**src/rtl/pcs_tx_wide_pkg.sv**
```systemverilog
// pcs_tx_wide_pkg: shared 100BASE-X PCS definitions.
// Holds the 4b5b code-group constants, the transmit state encoding and the
// nibble encoder. The code groups are written MSB first on the wire.
package pcs_tx_wide_pkg;

    // 4b5b data code groups
    localparam logic [4:0] CODE_0 = 5'b11110;
    localparam logic [4:0] CODE_1 = 5'b01001;
    localparam logic [4:0] CODE_2 = 5'b10100;
    localparam logic [4:0] CODE_3 = 5'b10101;
    localparam logic [4:0] CODE_4 = 5'b01010;
    localparam logic [4:0] CODE_5 = 5'b01011;
    localparam logic [4:0] CODE_6 = 5'b01110;
    localparam logic [4:0] CODE_7 = 5'b01111;
    localparam logic [4:0] CODE_8 = 5'b10010;
    localparam logic [4:0] CODE_9 = 5'b10011;
    localparam logic [4:0] CODE_A = 5'b10110;
    localparam logic [4:0] CODE_B = 5'b10111;
    localparam logic [4:0] CODE_C = 5'b11010;
    localparam logic [4:0] CODE_D = 5'b11011;
    localparam logic [4:0] CODE_E = 5'b11100;
    localparam logic [4:0] CODE_F = 5'b11101;

    // Control code groups
    localparam logic [4:0] CODE_I = 5'b11111;
    localparam logic [4:0] CODE_J = 5'b11000;
    localparam logic [4:0] CODE_K = 5'b10001;
    localparam logic [4:0] CODE_T = 5'b01101;
    localparam logic [4:0] CODE_R = 5'b00111;
    localparam logic [4:0] CODE_H = 5'b00100;

    typedef enum logic [3:0] {
        ST_IDLE    = 4'd0,
        ST_START_J = 4'd1,
        ST_START_K = 4'd2,
        ST_ERROR_J = 4'd3,
        ST_ERROR_K = 4'd4,
        ST_DATA    = 4'd5,
        ST_ERROR   = 4'd6,
        ST_END_T   = 4'd7,
        ST_END_R   = 4'd8
    } pcs_tx_state_t;

    function automatic logic [4:0] encode_4b5b(input logic [3:0] nib);
        logic [4:0] code;
        case (nib)
            4'h0: code = CODE_0;
            4'h1: code = CODE_1;
            4'h2: code = CODE_2;
            4'h3: code = CODE_3;
            4'h4: code = CODE_4;
            4'h5: code = CODE_5;
            4'h6: code = CODE_6;
            4'h7: code = CODE_7;
            4'h8: code = CODE_8;
            4'h9: code = CODE_9;
            4'hA: code = CODE_A;
            4'hB: code = CODE_B;
            4'hC: code = CODE_C;
            4'hD: code = CODE_D;
            4'hE: code = CODE_E;
            default: code = CODE_F;
        endcase
        return code;
    endfunction

endpackage

```
**src/rtl/pcs_tx_wide_gearbox.sv**
```systemverilog
// pcs_tx_gearbox: 5-bit code groups in, WIDTH bits per clock out.
// Keeps up to 4 leftover bits in a residue buffer; requests a new group
// (ce) whenever fewer than WIDTH bits are buffered, which yields exactly
// WIDTH group loads every 5 clocks. bits[WIDTH-1] is the oldest wire bit.
module pcs_tx_gearbox
    import pcs_tx_wide_pkg::*;
#(
    parameter int WIDTH = 1
) (
    input  logic             clk,
    input  logic             rst_n,
    input  logic             load,
    input  logic [4:0]       code_group,
    output logic             ce,
    output logic [WIDTH-1:0] bits
);

    // Working vector: residue on top, room for one group below it.
    localparam int SW = WIDTH + 4;

    logic [2:0]       count_reg;
    logic [2:0]       count_next;
    logic [3:0]       residue_reg;
    logic [3:0]       residue_next;
    logic [WIDTH-1:0] bits_reg;
    logic [WIDTH-1:0] bits_next;
    logic [SW-1:0]    stream;
    logic [2:0]       shamt;

    // ce depends only on the buffered bit count, never on the inputs.
    assign ce = ({1'b0, count_reg} < 4'(WIDTH));

    // Place a loaded group directly behind the valid residue bits. A load only
    // happens while count < WIDTH, so the shift amount never underflows then.
    always_comb begin
        shamt  = 3'(WIDTH - 1) - count_reg;
        stream = {residue_reg, {WIDTH{1'b0}}};
        if (load) begin
            stream = stream | (SW'(code_group) << shamt);
        end
        residue_next = stream[3:0];
        count_next   = 3'({1'b0, count_reg} + (load ? 4'd5 : 4'd0) - 4'(WIDTH));
    end

    // The oldest WIDTH bits of the working vector form the next output word.
    for (genvar gi = 0; gi < WIDTH; gi++) begin : g_out
        assign bits_next[gi] = stream[SW - WIDTH + gi];
    end

    // Gearbox state; reset leaves the line idle (all ones) and requests a group.
    always_ff @(posedge clk or negedge rst_n) begin
        if (!rst_n) begin
            count_reg   <= 3'd0;
            residue_reg <= 4'd0;
            bits_reg    <= '1;
        end else begin
            count_reg   <= count_next;
            residue_reg <= residue_next;
            bits_reg    <= bits_next;
        end
    end

    assign bits = bits_reg;

endmodule

```
**src/rtl/pcs_tx_wide.sv**
```systemverilog
// pcs_tx_wide: 100BASE-X PCS transmit path with a WIDTH-bit PMA interface.
// Encodes MII nibbles into 4b5b code groups framed by /J/K/ ... /T/R/,
// sends /H/ for errored nibbles and /I/ when idle or when the link is down.
// The MII strobe ce comes from the internal gearbox.
// Optional feature macro: PCS_TX_STATS_EN adds the frames/errors counters
// (and the CNT_WIDTH parameter that sizes them).
module pcs_tx_wide
    import pcs_tx_wide_pkg::*;
#(
    parameter int WIDTH = 1
`ifdef PCS_TX_STATS_EN
    ,
    parameter int CNT_WIDTH = 16
`endif
) (
    input  logic                 clk,
    input  logic                 rst_n,
    output logic                 ce,
    input  logic                 enable,
    input  logic [3:0]           data,
    input  logic                 err,
    input  logic                 link_status,
    output logic [WIDTH-1:0]     bits,
    output logic                 tx
`ifdef PCS_TX_STATS_EN
    ,
    output logic [CNT_WIDTH-1:0] frames,
    output logic [CNT_WIDTH-1:0] errors
`endif
);

    pcs_tx_state_t state_reg;
    pcs_tx_state_t state_next;
    logic [3:0]    last_data_reg;
    logic          tx_reg;
    logic          tx_next;
    logic [4:0]    code_group;

    // Choose the group for the current state and the next state from the
    // nibble sampled now; the emitted data lags the sampled nibble by one ce.
    always_comb begin
        state_next = state_reg;
        tx_next    = tx_reg;
        code_group = CODE_I;
        case (state_reg)
            ST_IDLE: begin
                code_group = CODE_I;
                tx_next    = 1'b0;
                if (enable) begin
                    state_next = err ? ST_ERROR_J : ST_START_J;
                end
            end
            ST_START_J: begin
                code_group = CODE_J;
                tx_next    = 1'b1;
                state_next = err ? ST_ERROR_K : ST_START_K;
            end
            ST_ERROR_J: begin
                code_group = CODE_J;
                tx_next    = 1'b1;
                state_next = ST_ERROR_K;
            end
            ST_ERROR_K: begin
                code_group = CODE_K;
                state_next = ST_ERROR;
            end
            ST_START_K, ST_DATA, ST_ERROR: begin
                if (state_reg == ST_START_K) begin
                    code_group = CODE_K;
                end else if (state_reg == ST_DATA) begin
                    code_group = encode_4b5b(last_data_reg);
                end else begin
                    code_group = CODE_H;
                end
                // Dropping enable ends the frame even if err is set.
                if (enable && err) begin
                    state_next = ST_ERROR;
                end else if (enable) begin
                    state_next = ST_DATA;
                end else begin
                    state_next = ST_END_T;
                end
            end
            ST_END_T: begin
                code_group = CODE_T;
                tx_next    = 1'b0;
                state_next = ST_END_R;
            end
            ST_END_R: begin
                code_group = CODE_R;
                state_next = ST_IDLE;
            end
            default: begin
                code_group = CODE_I;
                tx_next    = 1'b0;
                state_next = ST_IDLE;
            end
        endcase
        // Link down overrides everything; already buffered bits still drain.
        if (!link_status) begin
            code_group = CODE_I;
            tx_next    = 1'b0;
            state_next = ST_IDLE;
        end
    end

    // Encoder state advances only on MII strobe edges.
    always_ff @(posedge clk or negedge rst_n) begin
        if (!rst_n) begin
            state_reg     <= ST_IDLE;
            last_data_reg <= 4'd0;
            tx_reg        <= 1'b0;
        end else if (ce) begin
            state_reg     <= state_next;
            last_data_reg <= data;
            tx_reg        <= tx_next;
        end
    end

    assign tx = tx_reg;

    pcs_tx_gearbox #(
        .WIDTH(WIDTH)
    ) u_gearbox (
        .clk        (clk),
        .rst_n      (rst_n),
        .load       (ce),
        .code_group (code_group),
        .ce         (ce),
        .bits       (bits)
    );

`ifdef PCS_TX_STATS_EN
    logic [CNT_WIDTH-1:0] frames_reg;
    logic [CNT_WIDTH-1:0] errors_reg;

    // Count frame ends and /H/ groups as they are handed to the gearbox.
    always_ff @(posedge clk or negedge rst_n) begin
        if (!rst_n) begin
            frames_reg <= '0;
            errors_reg <= '0;
        end else if (ce) begin
            if (state_next == ST_END_T) begin
                frames_reg <= frames_reg + CNT_WIDTH'(1);
            end
            if (code_group == CODE_H) begin
                errors_reg <= errors_reg + CNT_WIDTH'(1);
            end
        end
    end

    assign frames = frames_reg;
    assign errors = errors_reg;
`endif

endmodule

```
**config.mk**
```make
export PLATFORM = sky130hd
export DESIGN_NAME = pcs_tx_wide
export DESIGN_NICKNAME = d
export VERILOG_FILES = /design/src/rtl/pcs_tx_wide_pkg.sv /design/src/rtl/pcs_tx_wide_gearbox.sv /design/src/rtl/pcs_tx_wide.sv
export SDC_FILE = /design/constraint.sdc
export NUM_CORES = 1
export LEC_CHECK = 0
export ABC_CLOCK_PERIOD_IN_PS = 2520
export CORE_MARGIN = 2
export CORE_UTILIZATION = 50
export DETAILED_ROUTE_END_ITERATION = 8
export PLACE_DENSITY = 0.69
export SYNTH_ARGS = -nofsm -noshare
export SYNTH_HDL_FRONTEND = slang
export SYNTH_SLANG_ARGS = --single-unit
```
**constraint.sdc**
```tcl
create_clock -name clk -period 2.52 [get_ports clk]
set_input_delay 0.504 -clock clk [delete_from_list [all_inputs] [get_ports clk]]
set_output_delay 0.504 -clock clk [all_outputs]
set_load 0.005 [all_outputs]
```
==> results by group <==
Clock network
  – Root Buffer: clkbuf_4
  – Worst-Skew Late Latency: 290 ps
  – CTS sink cnt: 17
  – H-tree levels: 1
  – Resized Gates After CTS: 0
  – CTS Buffer Depth: 2
  – Worst-path clk slew: 100 ps
  – TritonCTS clock tree: done
  – Hold_buf cts: 0
  – Post-CTS Setup Repair Bufs: 0
  – Total CTS buffers: 3

Worst hold path
  – Hold path start: u_gearbox.residue_reg[0]
  – HP Class: flip-flop to flip-flop
  – Worst Hold End: u_gearbox.residue_reg[1]
  – Hold depth: 1

Placement
  – GPL Wtd Cong: 0.8250
  – HPWL Detailed: 1577 um
  – Port Buffers: 11
  – Worst slack, placed: 457.9 ps

Floorplan
  – Core ar.: 1982 um2
  – Num rows: 16
  – Die height: 50.07 um
  – Initial Util: 0.5354
  – Die area: 2507 um2
  – Die X: 50.07 um
  – Boundary Pins: 12

STA
  – Max-slew violation count: 0
  – Rel. slew slack: 0.4914
  – Final setup vio count: 0
  – Setup TNS: 0 ps
  – Fmax: 500.9 MHz
  – Hold_ws: 443.5 ps
  – Hold Fails Final Rpt: 0
  – Worst slew pin tran: 760.5 ps
  – Final min period: 1996 ps
  – RSZ-0062 raised after global routing: false
  – Final Skew: 4.589 ps
  – Period utilisation layout: 0.7922
  – Final Worst Setup Slack: 523.7 ps

Worst setup path
  – R2R cell count: 5
  – Crit path max fanout: 19
  – RR Endpoint: u_gearbox.residue_reg[3]
  – CP startpoint kind: flip-flop
  – Critical path cell sequence: or3_4, or2_1, nand2_1, o2111ai_1, a221o_1
  – WP data arrival: 2180 ps
  – CP max stage delay: 570 ps
  – CP endpoint kind: flip-flop
  – CP required: 2700 ps
  – Setup CP Type: flip-flop to flip-flop
  – Slowest CP cell: dfrtp_1
  – Reg2reg start: state_reg[0]
  – Worst R2R Setup Slack: 520 ps

Layout
  – Area growth syn-to-layout: 14.74%
  – Layout cells sized above 1: 0.07914
  – Diodes inserted: 0
  – Final #Nets: 152

Logic synthesis
  – Sequential fraction of the synthesis area: 0.4021
  – Yosys top cell area share: 0.3774
  – Post-synthesis mux area share: 0.02123
  – Mapped Cells: 128
  – Post-Synth Simple-Gate Area: 0.2217
  – Synth Area in XOR/XNOR: 0.02476
  – Complex-gate fraction of the synthesized area: 0.2252
  – #FFs+latches synth: 17
  – Syn nets: 140
  – Distinct cells, synth: 35
  – Top-count cell post-synth: nand2_1
  – EDFF count, synth: 0
  – Synth Flop Type: dfrtp_1
  – Syn avg cell area: 8.289 um2
  – FFs w/ async S/R, synth: 1.000
  – Top post-synthesis cells by area: dfrtp_1, nand2_1, a21oi_1, o21ai_0, a21o_1
  – Adder-cell share of the synthesized area: 0.03538
  – Combinational family with the most area after synthesis: compound AO/OA/AOI/OAI gates
  – Yosys synthesis warning count: 0
  – Synth area leader: dfrtp_1
  – Synthesized area: 1061 um2
  – Synth cell count leaders: nand2_1, dfrtp_1, a21oi_1, inv_1

Global route
  – Overall Global Routing Usage: 0.2067
  – Vias in the first global route: 901
  – Global route overflow: 0
  – Initial antenna violation count: 0
  – Pin count of the biggest net entering global routing: 20
  – Global-route wire length before repair: 3974 um

Detailed routing
  – Avg WL per Cell: 13.29 um
  – Post-route DRC: 0
  – 1st-iter DRT viols: 26
  – Detailed Route WL: 2206 um
  – Vias: 934
  – Pre-antenna DRT Iters: 4
  – Vias/cell: 5.627
  – Final ANT Viol Nets: 0

Status
  – Status: complete, no violations

Power and ir drop
  – Worst vdd ir: 0.4130 mV
  – Pleak: 0.0005631 uW
  – Pwr dens: 626.6 nW/um2
  – Total power: 762.9 uW

Run
  – Max_cap viols: 0
[critical path, delay by kind of cell (launching register included)]
family / cells / cell delay, ps
AOI/OAI and AO/OA: 2 / 530
DFF: 1 / 570
and+or+nand+nor: 3 / 770
[cell usage in the layout (no fill, tap or decap), types with 2 or more instances in the layout]
cell             synthesis  final
a21o_1                   5      5
a21oi_1                 10     10
a31oi_1                  2      2
and3_1                   3      3
buf_4                    0      3
clkbuf_4                 0      3
clkdlybuf4s50_1          0     11
dfrtp_1                 16     16
ha_1                     3      3
inv_1                   10     10
mux2_2                   2      2
nand2_1                 19     19
nand3_1                  5      5
nor2_1                   9      9
nor2b_1                  3      3
nor3_1                   4      4
o21ai_0                  9      9
o311ai_0                 2      2
o31ai_1                  2      2
xor2_1                   2      2
[worst max-delay path by stage]
stage | start | endpoint | slack [ps]
after floorplan | state_reg[0] | u_gearbox.residue_reg[3] | 820
after global placement | enable | state_reg[1] | 520
after detailed placement | err | state_reg[1] | 460
after CTS | u_gearbox.count_reg[2] | ce | 520
after global routing | u_gearbox.count_reg[0] | ce | 420
final | state_reg[0] | u_gearbox.residue_reg[3] | 520
[logic make-up after synthesis]
| logic type | count (synthesis) |
|---|---|
| simple gates | 49 |
| compound gates | 37 |
| buf+inv | 17 |
| flops | 17 |
| xor+xnor | 3 |
| fa+ha+maj | 3 |
| mux | 2 |
[final cells by class]
cell class / instances / area (um2)
Tap cell: 27 / 33.78
Inverter: 10 / 37.54
Sequential cell: 17 / 426.7
Timing Repair Buffer: 14 / 132.6
Clock buffer: 4 / 26.28
Fill cell: 176 / 764.5
Multi-Input combinational cell: 94 / 560.5
[routing by layer]
| layer | track usage | routed length (um) |
|---|---|---|
| met5 | 0 | 0 |
| met4 | 0.08333 | 22 |
| met3 | 0.02727 | 62 |
| met2 | 0.3311 | 1072 |
| met1 | 0.2794 | 1049 |
[power breakdown]
part / leakage, uW / switching [uW] / total (uW) / internal, uW
Combinational: 0.000336 / 117 / 242 / 124
Clock: 0.0000150 / 83.2 / 145 / 61.5
Sequential: 0.000212 / 62.6 / 377 / 314
[stage by stage]
| stage | util | std cells | cell area [um2] |
|---|---|---|---|
| floorplan | - | 128 | 1061 |
| global placement | 0.6010 | 162 | 1191 |
| detailed placement | 0.6010 | 162 | 1191 |
| CTS | 0.6143 | 166 | 1217 |
| global route | 0.6143 | 166 | 1217 |
| finish | 0.6143 | 166 | 1217 |
Power figures use the tool's default switching activity.
